<file path="src/rtl/dm_ctrl.sv">
// Data-memory controller: turns MEM-stage strobes into a req/ack backing-memory transaction.
// Optional one-entry posted write buffer enabled by defining DM_CTRL_WBUF_EN.
module dm_ctrl #(
   parameter int unsigned DW      = 16,
   parameter int unsigned AW      = 16,
   parameter int unsigned TIMEOUT = 255
) (
   input  logic          clk,
   input  logic          rst,
   input  logic          dm_re,
   input  logic          dm_we,
   input  logic [AW-1:0] dm_addr,
   input  logic [DW-1:0] dm_in,
   output logic [DW-1:0] dm_out,
   output logic          stall,
   output logic          bus_err,
   output logic          mem_req,
   output logic          mem_wr,
   output logic [AW-1:0] mem_addr,
   output logic [DW-1:0] mem_wdata,
   input  logic [DW-1:0] mem_rdata,
   input  logic          mem_ack
);

   localparam logic [1:0] StIdle = 2'd0;
   localparam logic [1:0] StBusy = 2'd1;
   localparam logic [1:0] StDone = 2'd2;

   localparam int unsigned CntW = (TIMEOUT > 1) ? $clog2(TIMEOUT + 1) : 1;
   localparam logic [CntW-1:0] CntLimit = CntW'(TIMEOUT);

   logic [1:0]      state_q, state_d;
   logic [CntW-1:0] cnt_q, cnt_d;
   logic            mem_req_q, mem_req_d;
   logic            mem_wr_q, mem_wr_d;
   logic [AW-1:0]   mem_addr_q, mem_addr_d;
   logic [DW-1:0]   mem_wdata_q, mem_wdata_d;
   logic [DW-1:0]   dm_out_q, dm_out_d;
   logic            bus_err_q, bus_err_d;
   logic            access;
   logic            to_hit;
   logic            finish_idle;
`ifdef DM_CTRL_WBUF_EN
   logic            drain_q, drain_d;
`endif

   assign access = dm_re | dm_we;
   assign to_hit = (TIMEOUT != 0) && ((cnt_q + CntW'(1)) == CntLimit);

`ifdef DM_CTRL_WBUF_EN
   // A drained posted write has no pipeline op waiting on it, so it skips DONE.
   assign finish_idle = drain_q;
`else
   assign finish_idle = 1'b0;
`endif

   always_comb begin
      state_d     = state_q;
      cnt_d       = cnt_q;
      mem_req_d   = mem_req_q;
      mem_wr_d    = mem_wr_q;
      mem_addr_d  = mem_addr_q;
      mem_wdata_d = mem_wdata_q;
      dm_out_d    = dm_out_q;
      bus_err_d   = bus_err_q;
`ifdef DM_CTRL_WBUF_EN
      drain_d     = drain_q;
`endif
      case (state_q)
         StIdle: begin
            if (access) begin
               state_d     = StBusy;
               cnt_d       = '0;
               mem_req_d   = 1'b1;
               mem_wr_d    = dm_we;
               mem_addr_d  = dm_addr;
               mem_wdata_d = dm_in;
`ifdef DM_CTRL_WBUF_EN
               drain_d     = dm_we;
`endif
            end
         end
         StBusy: begin
            if (mem_ack) begin
               mem_req_d = 1'b0;
               if (!mem_wr_q) dm_out_d = mem_rdata;
               state_d = finish_idle ? StIdle : StDone;
`ifdef DM_CTRL_WBUF_EN
               drain_d = 1'b0;
`endif
            end else if (to_hit) begin
               mem_req_d = 1'b0;
               bus_err_d = 1'b1;
               if (!mem_wr_q) dm_out_d = '1;
               state_d = finish_idle ? StIdle : StDone;
`ifdef DM_CTRL_WBUF_EN
               drain_d = 1'b0;
`endif
            end else begin
               cnt_d = cnt_q + CntW'(1);
            end
         end
         StDone:  state_d = StIdle;
         default: state_d = StIdle;
      endcase
   end

   always_comb begin
      stall = 1'b0;
      if (!rst) begin
`ifdef DM_CTRL_WBUF_EN
         // Writes post into the buffer; only reads hold the pipe from IDLE.
         if (state_q == StIdle) stall = dm_re & ~dm_we;
         else if (state_q == StBusy) stall = drain_q ? access : 1'b1;
`else
         if (state_q == StIdle) stall = access;
         else if (state_q == StBusy) stall = 1'b1;
`endif
      end
   end

   always_ff @(posedge clk) begin
      if (rst) begin
         state_q     <= StIdle;
         cnt_q       <= '0;
         mem_req_q   <= 1'b0;
         mem_wr_q    <= 1'b0;
         mem_addr_q  <= '0;
         mem_wdata_q <= '0;
         dm_out_q    <= '0;
         bus_err_q   <= 1'b0;
`ifdef DM_CTRL_WBUF_EN
         drain_q     <= 1'b0;
`endif
      end else begin
         state_q     <= state_d;
         cnt_q       <= cnt_d;
         mem_req_q   <= mem_req_d;
         mem_wr_q    <= mem_wr_d;
         mem_addr_q  <= mem_addr_d;
         mem_wdata_q <= mem_wdata_d;
         dm_out_q    <= dm_out_d;
         bus_err_q   <= bus_err_d;
`ifdef DM_CTRL_WBUF_EN
         drain_q     <= drain_d;
`endif
      end
   end

   assign dm_out    = dm_out_q;
   assign bus_err   = bus_err_q;
   assign mem_req   = mem_req_q;
   assign mem_wr    = mem_wr_q;
   assign mem_addr  = mem_addr_q;
   assign mem_wdata = mem_wdata_q;

endmodule

</file>
<file path="config.mk">
export PLATFORM = sky130hd
export DESIGN_NAME = dm_ctrl
export DESIGN_NICKNAME = d
export VERILOG_FILES = /design/src/rtl/dm_ctrl.sv
export SDC_FILE = /design/constraint.sdc
export NUM_CORES = 1
export LEC_CHECK = 0
export ABC_AREA = 1
export ABC_CLOCK_PERIOD_IN_PS = 1500
export BUFFER_PORTS_ARGS = -buffer_cell sky130_fd_sc_hd__buf_4
export CAP_MARGIN = 20
export CORE_MARGIN = 3
export CORE_UTILIZATION = 40
export DETAILED_ROUTE_END_ITERATION = 10
export PLACE_DENSITY = 0.69
export SYNTH_ARGS = -nofsm -noshare
export SYNTH_HDL_FRONTEND = slang
export SYNTH_SLANG_ARGS = --single-unit
</file>
<file path="constraint.sdc">
create_clock -name clk -period 1.5 [get_ports clk]
set_input_delay 0 -clock clk [delete_from_list [all_inputs] [get_ports clk]]
set_output_delay 0 -clock clk [all_outputs]
set_load 0.1 [all_outputs]
</file>
==> impl_metrics.env, run 1 <==
export IMPL_max_stage_delay_ns=0.37
export IMPL_path_class="reg2reg"
export IMPL_final_util=0.720
export IMPL_ys_types=28
export IMPL_cp_slowest_cell="dfxtp_4"
export IMPL_violations="setup timing"
export IMPL_pre_cts_ws_ns=-0.195
export IMPL_ys_seq_area_frac=0.466
export IMPL_ys_ff_latch=61
export IMPL_min_period_over_period=1.08
export IMPL_cp_end_kind="register"
export IMPL_status="complete, but fails checks"
export IMPL_row_count=28
export IMPL_die_area_um2=7560
export IMPL_cts_buffers=9
export IMPL_period_needed_ns=1.62
export IMPL_p_int_uw=3410
export IMPL_r2r_cells=11
export IMPL_dp_hpwl_um=4950
export IMPL_reg2reg_from="cnt_q[0]"
export IMPL_stdcell_count=596
export IMPL_drive_gt1_frac=0.384
export IMPL_path_clk_slew_ns=0.07
export IMPL_dpl_cell_count=530
export IMPL_worstHoldPathType="in2reg"
export IMPL_final_cell_mix="123 x buf_4, 84 x nor2_1, 55 x dfxtp_1, 43 x dlygate4sd3_1, 41 x nand2_1"
export IMPL_relSlewSlack=0.688
export IMPL_holdPathEnd="dm_out[11]"
export IMPL_gp_congestion=0.835
export IMPL_setup_viol=25
export IMPL_grt_pass1_vias=2828
export IMPL_ioPinCount=105
export IMPL_pwr_share_clk=0.242
export IMPL_fmax_ghz=0.616
export IMPL_path_cells="ha_4, nand2_1, nand2_1, nor2_1, nand3_1, nor2_4, nand2_2, nand2_4, nand3_4, buf_12, a21oi_2"
export IMPL_skew_ns=0.00678
export IMPL_holdPathStages=4
export IMPL_hold_start="mem_rdata[11]"
export IMPL_p_sw_frac=0.435
export IMPL_io_buffers=104
export IMPL_grt_pass1_wl_um=12900
export IMPL_syn_area_um2=2620
export IMPL_final_max_slew_violation_count=0
export IMPL_worst_slack_ns=-0.125
export IMPL_p_seq_frac=0.329
export IMPL_drt_total_wl_um=7870
export IMPL_routedWlPerCell_um=13.2
export IMPL_die_x_um=87.0
export IMPL_grt_total_usage=0.216
export IMPL_final_nets=572
export IMPL_grt_antenna_before_repair=0
export IMPL_critPathRequiredTime_ns=1.76
export IMPL_comb_power_share=0.429
export IMPL_syn_nets=406
export IMPL_route_detailed_drc=0
export IMPL_hold_viol=0
export IMPL_grt_max_degree=58
export IMPL_power_uw=6030
export IMPL_leakage_uw=0.00199
export IMPL_fp_coreArea_um2=6130
export IMPL_cp_start_kind="register"
export IMPL_layout_commonest_cell="buf_4"
export IMPL_yosysWarnings=0
export IMPL_syn_inst=351
export IMPL_drtIter0Drc=74
export IMPL_htree_num_levels=3
export IMPL_clk_latency_ns=0.33
export IMPL_maxCapViolCount=0
export IMPL_overflow=0
export IMPL_tritoncts="done"
export IMPL_r2r_setup_slack_ns=-0.12
export IMPL_clockRootBuffer="clkbuf_8"
export IMPL_initial_core_util=0.428
export IMPL_r2r_end="dm_out[10]"
export IMPL_power_density_nw_per_um2=1370
export IMPL_die_h_um=87.0
export IMPL_synth_area_per_cell_um2=7.47
export IMPL_postRouteAntennaNets=0
export IMPL_vias=2840
export IMPL_viasPerCell=4.77
export IMPL_rsz0062_at_grt="yes"
export IMPL_ir_drop_v=0.00104
export IMPL_tightest_slew_ns=0.467
export IMPL_critPathMaxFanout=10
export IMPL_antenna_cells=0
export IMPL_cp_common_cell="nand2_1"
export IMPL_clock_sinks=61
export IMPL_syn_to_final_growth_pct=68.4
export IMPL_clock_path_buffers=2
export IMPL_crit_arrival_ns=1.89
export IMPL_first_pass_iters=4
export IMPL_switchingPower_uw=2620
[registers in the layout, indices dropped and copies added, names as in the netlist]
signal	flops
cnt_q	8
mem_wdata	16
state_q	2
bus_err	1
mem_addr	16
mem_wr	1
dm_out	16
mem_req	1
[cells by family (layout without fill, tap and decap cells)]
family                   Yosys count  count (layout)  share of synthesized area
AO/OA/AOI/OAI                     57              57                      0.134
adder cells (fa/ha/maj)            2               2                    0.00954
buffers and inverters             48             218                     0.0735
flip-flops                        61              61                      0.466
AND/OR/NAND/NOR                  183             183                      0.318
[through the flow]
step | TNS (ns) | area [µm²] | hold slack [ns]
floorplan | -0.000308 | 2660 | 0.0617
global placement | -3.26 | 3600 | 0.240
detailed placement | -4.13 | 3600 | 0.242
CTS | -1.50 | 4360 | 0.00112
global route | -5.10 | 4420 | 0.0165
finish | -2.26 | 4420 | 0.0109
[cells in the mapped netlist (all sizes together)]
| library cell | instances | share of area |
|---|---|---|
| ha | 2 | 0.0095 |
| or2 | 1 | 0.0024 |
| inv | 30 | 0.043 |
| a21oi | 20 | 0.058 |
| nand2 | 52 | 0.083 |
| nand3 | 18 | 0.041 |
| buf | 2 | 0.0072 |
| dfxtp | 61 | 0.47 |
| o21ai | 35 | 0.068 |
| clkinv | 1 | 0.0014 |
| or4 | 16 | 0.046 |
| clkbuf | 15 | 0.022 |
| o21bai | 2 | 0.0072 |
| nor3 | 1 | 0.0019 |
| nor2 | 95 | 0.14 |
[repair_timing]
action | 4_1_cts | 5_1_grt
setup buffers | 8 | 0
pin swaps | 3 | 1
setup endpoints to repair | 26 | 62
gates resized for setup | 15 | 16
hold endpoints to repair | 43 | 1
hold buffers | 42 | 1
[routing by layer]
layer	part of all wire	track usage	vias up
met5	0	0	-
met4	0.023	0.0779	0
met3	0.057	0.0672	20
met2	0.51	0.369	87
met1	0.41	0.254	1265
li1	-	-	1468
[power by group through the flow]
stage	sequential, µW	clock, µW	combinational [µW]
after CTS	1980	1490	2540
after global routing	2010	1580	2740
after global placement	2000	0	2350
after floorplan	3180	0	588
after detailed placement	2000	0	2370
final	1980	1460	2590
[critical path: cells and delay by family (launching register included)]
family	cells	cell delay [ns]
flip-flops	1	0.37
adder cells (fa/ha/maj)	1	0.18
buffers and inverters	1	0.16
AND/OR/NAND/NOR	8	0.75
AO/OA/AOI/OAI	1	0.11
[worst max-delay path by stage]
stage | startpoint | endpoint | cells past startpoint
floorplan | cnt_q[0] | dm_out[4] | 10
global placement | cnt_q[1] | dm_out[3] | 9
detailed placement | cnt_q[1] | dm_out[13] | 9
CTS | cnt_q[1] | dm_out[10] | 11
global route | cnt_q[0] | dm_out[10] | 12
finish | cnt_q[0] | dm_out[10] | 11
[area by class of cell]
type,count,area (µm²)
clock inverter,4,46.3
clock buffer,11,151
tap,75,93.8
multi-input combinational,242,1310
inverter,31,119
timing repair buffer,172,1460
sequential,61,1230
fill,494,1720
Note: power is estimated with default switching activity, not from simulation.
==> inputs of run 2 (changes only) <==
--- a/config.mk
+++ b/config.mk
@@ -9,6 +9,7 @@
 export ABC_CLOCK_PERIOD_IN_PS = 1500
 export BUFFER_PORTS_ARGS = -buffer_cell sky130_fd_sc_hd__buf_4
 export CAP_MARGIN = 20
+export CORE_ASPECT_RATIO = 0.6
 export CORE_MARGIN = 3
 export CORE_UTILIZATION = 40
 export DETAILED_ROUTE_END_ITERATION = 10
==> constraint.sdc (replaced) <==
create_clock -name clk -period 1.5 [get_ports clk]
set_input_delay 0.225 -clock clk [delete_from_list [all_inputs] [get_ports clk]]
set_output_delay 0.225 -clock clk [all_outputs]
set_load 0.1 [all_outputs]
==> impl_metrics.env, run 2 (synthesized netlist as in run 1, its figures left out) <==
export IMPL_ir_drop_v=0.000797
export IMPL_drt_total_wl_um=7220
export IMPL_ctsHoldBuffers=0
export IMPL_worst_slack_ns=-0.187
export IMPL_hold_viol=0
export IMPL_cp_end_kind="register"
export IMPL_hold_start="rst"
export IMPL_clk_latency_ns=0.33
export IMPL_tritoncts="done"
export IMPL_final_max_slew_violation_count=0
export IMPL_cp_common_cell="nand2_4"
export IMPL_overflow=0
export IMPL_status="complete, but fails checks"
export IMPL_grt_busiest_layer="met2"
export IMPL_die_h_um=68.7
export IMPL_fp_coreArea_um2=6220
export IMPL_period_needed_ns=1.69
export IMPL_grt_pass1_wl_um=11600
export IMPL_drtIter0Drc=150
export IMPL_min_period_over_period=1.12
export IMPL_htree_num_levels=3
export IMPL_first_pass_iters=5
export IMPL_r2r_end="dm_out[7]"
export IMPL_fin_area_um2=4040
export IMPL_grt_use_met1=0.246
export IMPL_grt_max_degree=58
export IMPL_postRouteAntennaNets=0
export IMPL_r2r_cells=12
export IMPL_critPathMaxFanout=16
export IMPL_io_buffers=104
export IMPL_leakage_uw=0.00182
export IMPL_setup_viol=28
export IMPL_power_density_nw_per_um2=1540
export IMPL_maxCapViolCount=0
export IMPL_clockRootBuffer="clkbuf_8"
export IMPL_reg2reg_from="cnt_q[0]"
export IMPL_layout_commonest_cell="buf_4"
export IMPL_skew_ns=0.00931
export IMPL_critPathRequiredTime_ns=1.76
export IMPL_gp_congestion=0.895
export IMPL_grt_pass1_vias=2371
export IMPL_max_stage_delay_ns=0.38
export IMPL_antenna_cells=0
export IMPL_row_count=22
export IMPL_cp_slowest_cell="dfxtp_4"
export IMPL_r2r_setup_slack_ns=-0.19
export IMPL_clock_path_buffers=2
export IMPL_fmax_ghz=0.593
export IMPL_place_area_um2=3580
export IMPL_grt_antenna_before_repair=0
export IMPL_worstHoldPathType="in2reg"
export IMPL_cp_start_kind="register"
export IMPL_clock_sinks=61
export IMPL_tightest_slew_ns=0.509
export IMPL_relSlewSlack=0.660
export IMPL_crit_arrival_ns=1.95
export IMPL_path_class="reg2reg"
export IMPL_final_cell_mix="118 x buf_4, 87 x nor2_1, 53 x dfxtp_1, 37 x nand2_1, 34 x o21ai_0"
export IMPL_initial_core_util=0.422
export IMPL_cts_buffers=9
export IMPL_setup_worst_path_end="dm_out[7]"
export IMPL_ioPinCount=105
export IMPL_grt_total_usage=0.193
export IMPL_routedWlPerCell_um=12.9
export IMPL_path_cells="ha_4, inv_2, nand2_2, nand2_1, nor2_1, nand3_1, nor2_4, nand2_4, nand2_4, nand3_4, buf_12, a21oi_2"
export IMPL_multiInputGateArea_um2=1340
export IMPL_syn_to_final_growth_pct=53.9
export IMPL_fillers=548
export IMPL_tns_ns=-3.84
export IMPL_final_util=0.649
export IMPL_violations="setup timing"
export IMPL_pre_cts_ws_ns=-0.255
export IMPL_regArea_um2=1240
export IMPL_viasPerCell=4.82
export IMPL_worstSetupStartpoint="cnt_q[0]"
export IMPL_path_clk_slew_ns=0.07
export IMPL_rsz0062_at_grt="yes"
export IMPL_route_detailed_drc=0
export IMPL_use_met2=0.289
export IMPL_die_area_um2=7600
export IMPL_die_x_um=111
export IMPL_vias=2694
export IMPL_drive_gt1_frac=0.413
export IMPL_gr_usage_met3=0.0898
export IMPL_dp_hpwl_um=4900
export IMPL_final_nets=525
==> run 2: how the worst min path moves through the flow <==
stage	slack (ns)	depth (start not counted)	endpoint
after floorplan	0.29	1	mem_wr
after global placement	0.44	2	dm_out[15]
after detailed placement	0.44	2	dm_out[2]
after CTS	0.10	2	mem_wr
after global routing	0.10	2	mem_wr
final	0.13	2	mem_wr
==> run 2: area by class of cell <==
class	count	share of cell area
repair buffers	125	0.246
multi-input cells	242	0.332
well taps	84	0.0260
clock inverters	4	0.0236
flip-flops and latches	61	0.306
clock buffers	12	0.0360
inverters	31	0.0294
==> run 2: per-stage QoR <==
step / hold WS [ns] / std cells / total power (µW)
finish: 0.133 / 559 / 6210
global route: 0.105 / 559 / 6500
CTS: 0.102 / 556 / 6180
detailed placement: 0.443 / 536 / 4350
global placement: 0.435 / 536 / 4330
floorplan: 0.287 / 351 / 3770
==> run 2: power by group <==
part	total [µW]	internal, µW	switching (µW)
clock	1770	1150	618
sequential	1990	1840	149
combinational	2450	628	1830
==> run 2: critical path, delay by kind of cell (launching register included) <==
kind / cells / cell delay (ns)
and+or+nand+nor: 8 / 0.75
DFF: 1 / 0.38
buffers and inverters: 2 / 0.21
adders and majority gates: 1 / 0.16
AOI/OAI and AO/OA: 1 / 0.12
==> run 2: routing by layer <==
| metal | vias up | routed length, µm |
|---|---|---|
| li1 | 1373 | - |
| met1 | 1213 | 3460 |
| met2 | 104 | 3090 |
| met3 | 4 | 650 |
| met4 | 0 | 29 |
| met5 | - | 0 |
==> run 2: what timing repair did <==
item / in CTS / in global routing
setup endpoints to repair: 29 / 61
setup buffers: 4 / 3
resized for setup: 18 / 25
pin swaps: 1 / 7
==> inputs of run 3 (changes only) <==
--- a/config.mk
+++ b/config.mk
@@ -6,14 +6,15 @@
 export NUM_CORES = 1
 export LEC_CHECK = 0
 export ABC_AREA = 1
-export ABC_CLOCK_PERIOD_IN_PS = 1500
+export ABC_CLOCK_PERIOD_IN_PS = 2100
 export BUFFER_PORTS_ARGS = -buffer_cell sky130_fd_sc_hd__buf_4
 export CAP_MARGIN = 20
 export CORE_ASPECT_RATIO = 0.6
 export CORE_MARGIN = 3
 export CORE_UTILIZATION = 40
 export DETAILED_ROUTE_END_ITERATION = 10
-export PLACE_DENSITY = 0.69
+export PLACE_DENSITY = 0.66
+export SKIP_CTS_REPAIR_TIMING = 1
 export SYNTH_ARGS = -nofsm -noshare
 export SYNTH_HDL_FRONTEND = slang
 export SYNTH_SLANG_ARGS = --single-unit
==> constraint.sdc (replaced) <==
create_clock -name clk -period 2.1 [get_ports clk]
set_input_delay 0.315 -clock clk [delete_from_list [all_inputs] [get_ports clk]]
set_output_delay 0.315 -clock clk [all_outputs]
set_load 0.1 [all_outputs]
==> impl_metrics.env, run 3 (synthesized netlist as in run 1, its figures left out) <==
export IMPL_tightest_slew_ns=0.522
export IMPL_die_area_um2=7600
export IMPL_max_stage_delay_ns=0.41
export IMPL_tritoncts="done"
export IMPL_hold_viol=0
export IMPL_fp_coreArea_um2=6220
export IMPL_grt_antenna_before_repair=0
export IMPL_clock_sinks=61
export IMPL_critPathRequiredTime_ns=2.33
export IMPL_maxCapViolCount=0
export IMPL_status="finished clean"
export IMPL_dp_hpwl_um=5170
export IMPL_routedWlPerCell_um=12.8
export IMPL_die_h_um=68.7
export IMPL_grt_max_degree=37
export IMPL_initial_core_util=0.422
export IMPL_drtIter0Drc=107
export IMPL_final_cell_mix="110 x buf_4, 90 x nor2_1, 61 x dfxtp_1, 45 x nand2_1, 34 x o21ai_0"
export IMPL_grt_pass1_wl_um=11100
export IMPL_route_detailed_drc=0
export IMPL_gp_congestion=0.862
export IMPL_overflow=0
export IMPL_crit_arrival_ns=2.14
export IMPL_critPathMaxFanout=8
export IMPL_die_x_um=111
export IMPL_whs_ns=0.196
export IMPL_grt_pass1_vias=2368
export IMPL_holdPathStages=2
export IMPL_antenna_cells=0
export IMPL_viasPerCell=4.72
export IMPL_setup_viol=0
export IMPL_io_buffers=104
export IMPL_period_needed_ns=1.91
export IMPL_path_clk_slew_ns=0.07
export IMPL_relSlewSlack=0.652
export IMPL_clk_latency_ns=0.34
export IMPL_first_pass_iters=4
export IMPL_fmax_ghz=0.523
export IMPL_cts_buffers=9
export IMPL_pre_cts_ws_ns=0.215
export IMPL_clockRootBuffer="clkbuf_8"
export IMPL_worstHoldPathType="in2reg"
export IMPL_regArea_um2=1220
export IMPL_final_nets=511
export IMPL_final_max_slew_violation_count=0
export IMPL_vias=2571
export IMPL_htree_num_levels=3
export IMPL_postRouteAntennaNets=0
export IMPL_leakage_uw=0.00167
export IMPL_rsz0062_at_grt="no"
export IMPL_tns_ns=0
export IMPL_dpl_cell_count=529
export IMPL_row_count=22
export IMPL_path_cells="ha_1, nand3_1, o21bai_2, nand2_2, nor2_4, nand2_2, nand2_1, nand2_1, nor2_1, nor2_1"
export IMPL_grt_total_usage=0.185
export IMPL_syn_to_final_growth_pct=40.1
export IMPL_r2r_cells=10
export IMPL_clock_path_buffers=2
export IMPL_worst_slack_ns=0.187
export IMPL_skew_ns=0.0109
export IMPL_cp_end_kind="register"
export IMPL_cp_slowest_cell="dfxtp_1"
export IMPL_power_density_nw_per_um2=1080
export IMPL_layout_commonest_cell="buf_4"
export IMPL_min_period_over_period=0.911
export IMPL_drive_gt1_frac=0.338
export IMPL_path_class="reg2reg"
export IMPL_multiInputGateArea_um2=1210
export IMPL_drt_total_wl_um=6990
export IMPL_cp_start_kind="register"
export IMPL_ioPinCount=105
export IMPL_stdcell_count=545
export IMPL_ir_drop_v=0.000551
export IMPL_fillers=627
run 3: metrics by stage:
step / instance area (µm²) / total power (µW) / utilization
after floorplan: 2630 / 2680 / -
after global placement: 3500 / 3060 / 0.563
after detailed placement: 3500 / 3080 / 0.563
after CTS: 3670 / 4000 / 0.591
after global routing: 3670 / 4160 / 0.591
final: 3670 / 3960 / 0.591
run 3: worst paths after layout:
path	from	endpoint	slack, ns
max	cnt_q[0]	cnt_q[3]	0.19
min	rst	bus_err	0.20
max reg2reg	cnt_q[0]	cnt_q[3]	0.19
min reg2reg	bus_err	bus_err	0.45
run 3: report_power, final:
part / total [µW] / leakage, µW / switching [µW] / internal, µW
clock: 910 / 0.0000739 / 482 / 428
combinational: 1640 / 0.00109 / 1260 / 382
sequential: 1410 / 0.000504 / 103 / 1310
run 3: critical path, delay by kind of cell (launching register included):
family                   cells  cell delay, ns
AND/OR/NAND/NOR              8            0.98
flip-flops                   1            0.41
adder cells (fa/ha/maj)      1            0.22
AO/OA/AOI/OAI                1            0.19
run 3: layer usage:
layer | global-route usage | share of wire | wire length, µm
met1 | 0.232 | 0.46 | 3200
met2 | 0.272 | 0.41 | 2870
met3 | 0.102 | 0.12 | 856
met4 | 0.0599 | 0.0097 | 68
met5 | 0 | 0 | 0
run 3: layout make-up:
cell class | instances | area share
clock buffers | 9 | 0.0337
clock inverters | 7 | 0.0140
inverters | 31 | 0.0317
multi-input cells | 242 | 0.330
flip-flops and latches | 61 | 0.332
well taps | 84 | 0.0286
repair buffers | 111 | 0.230
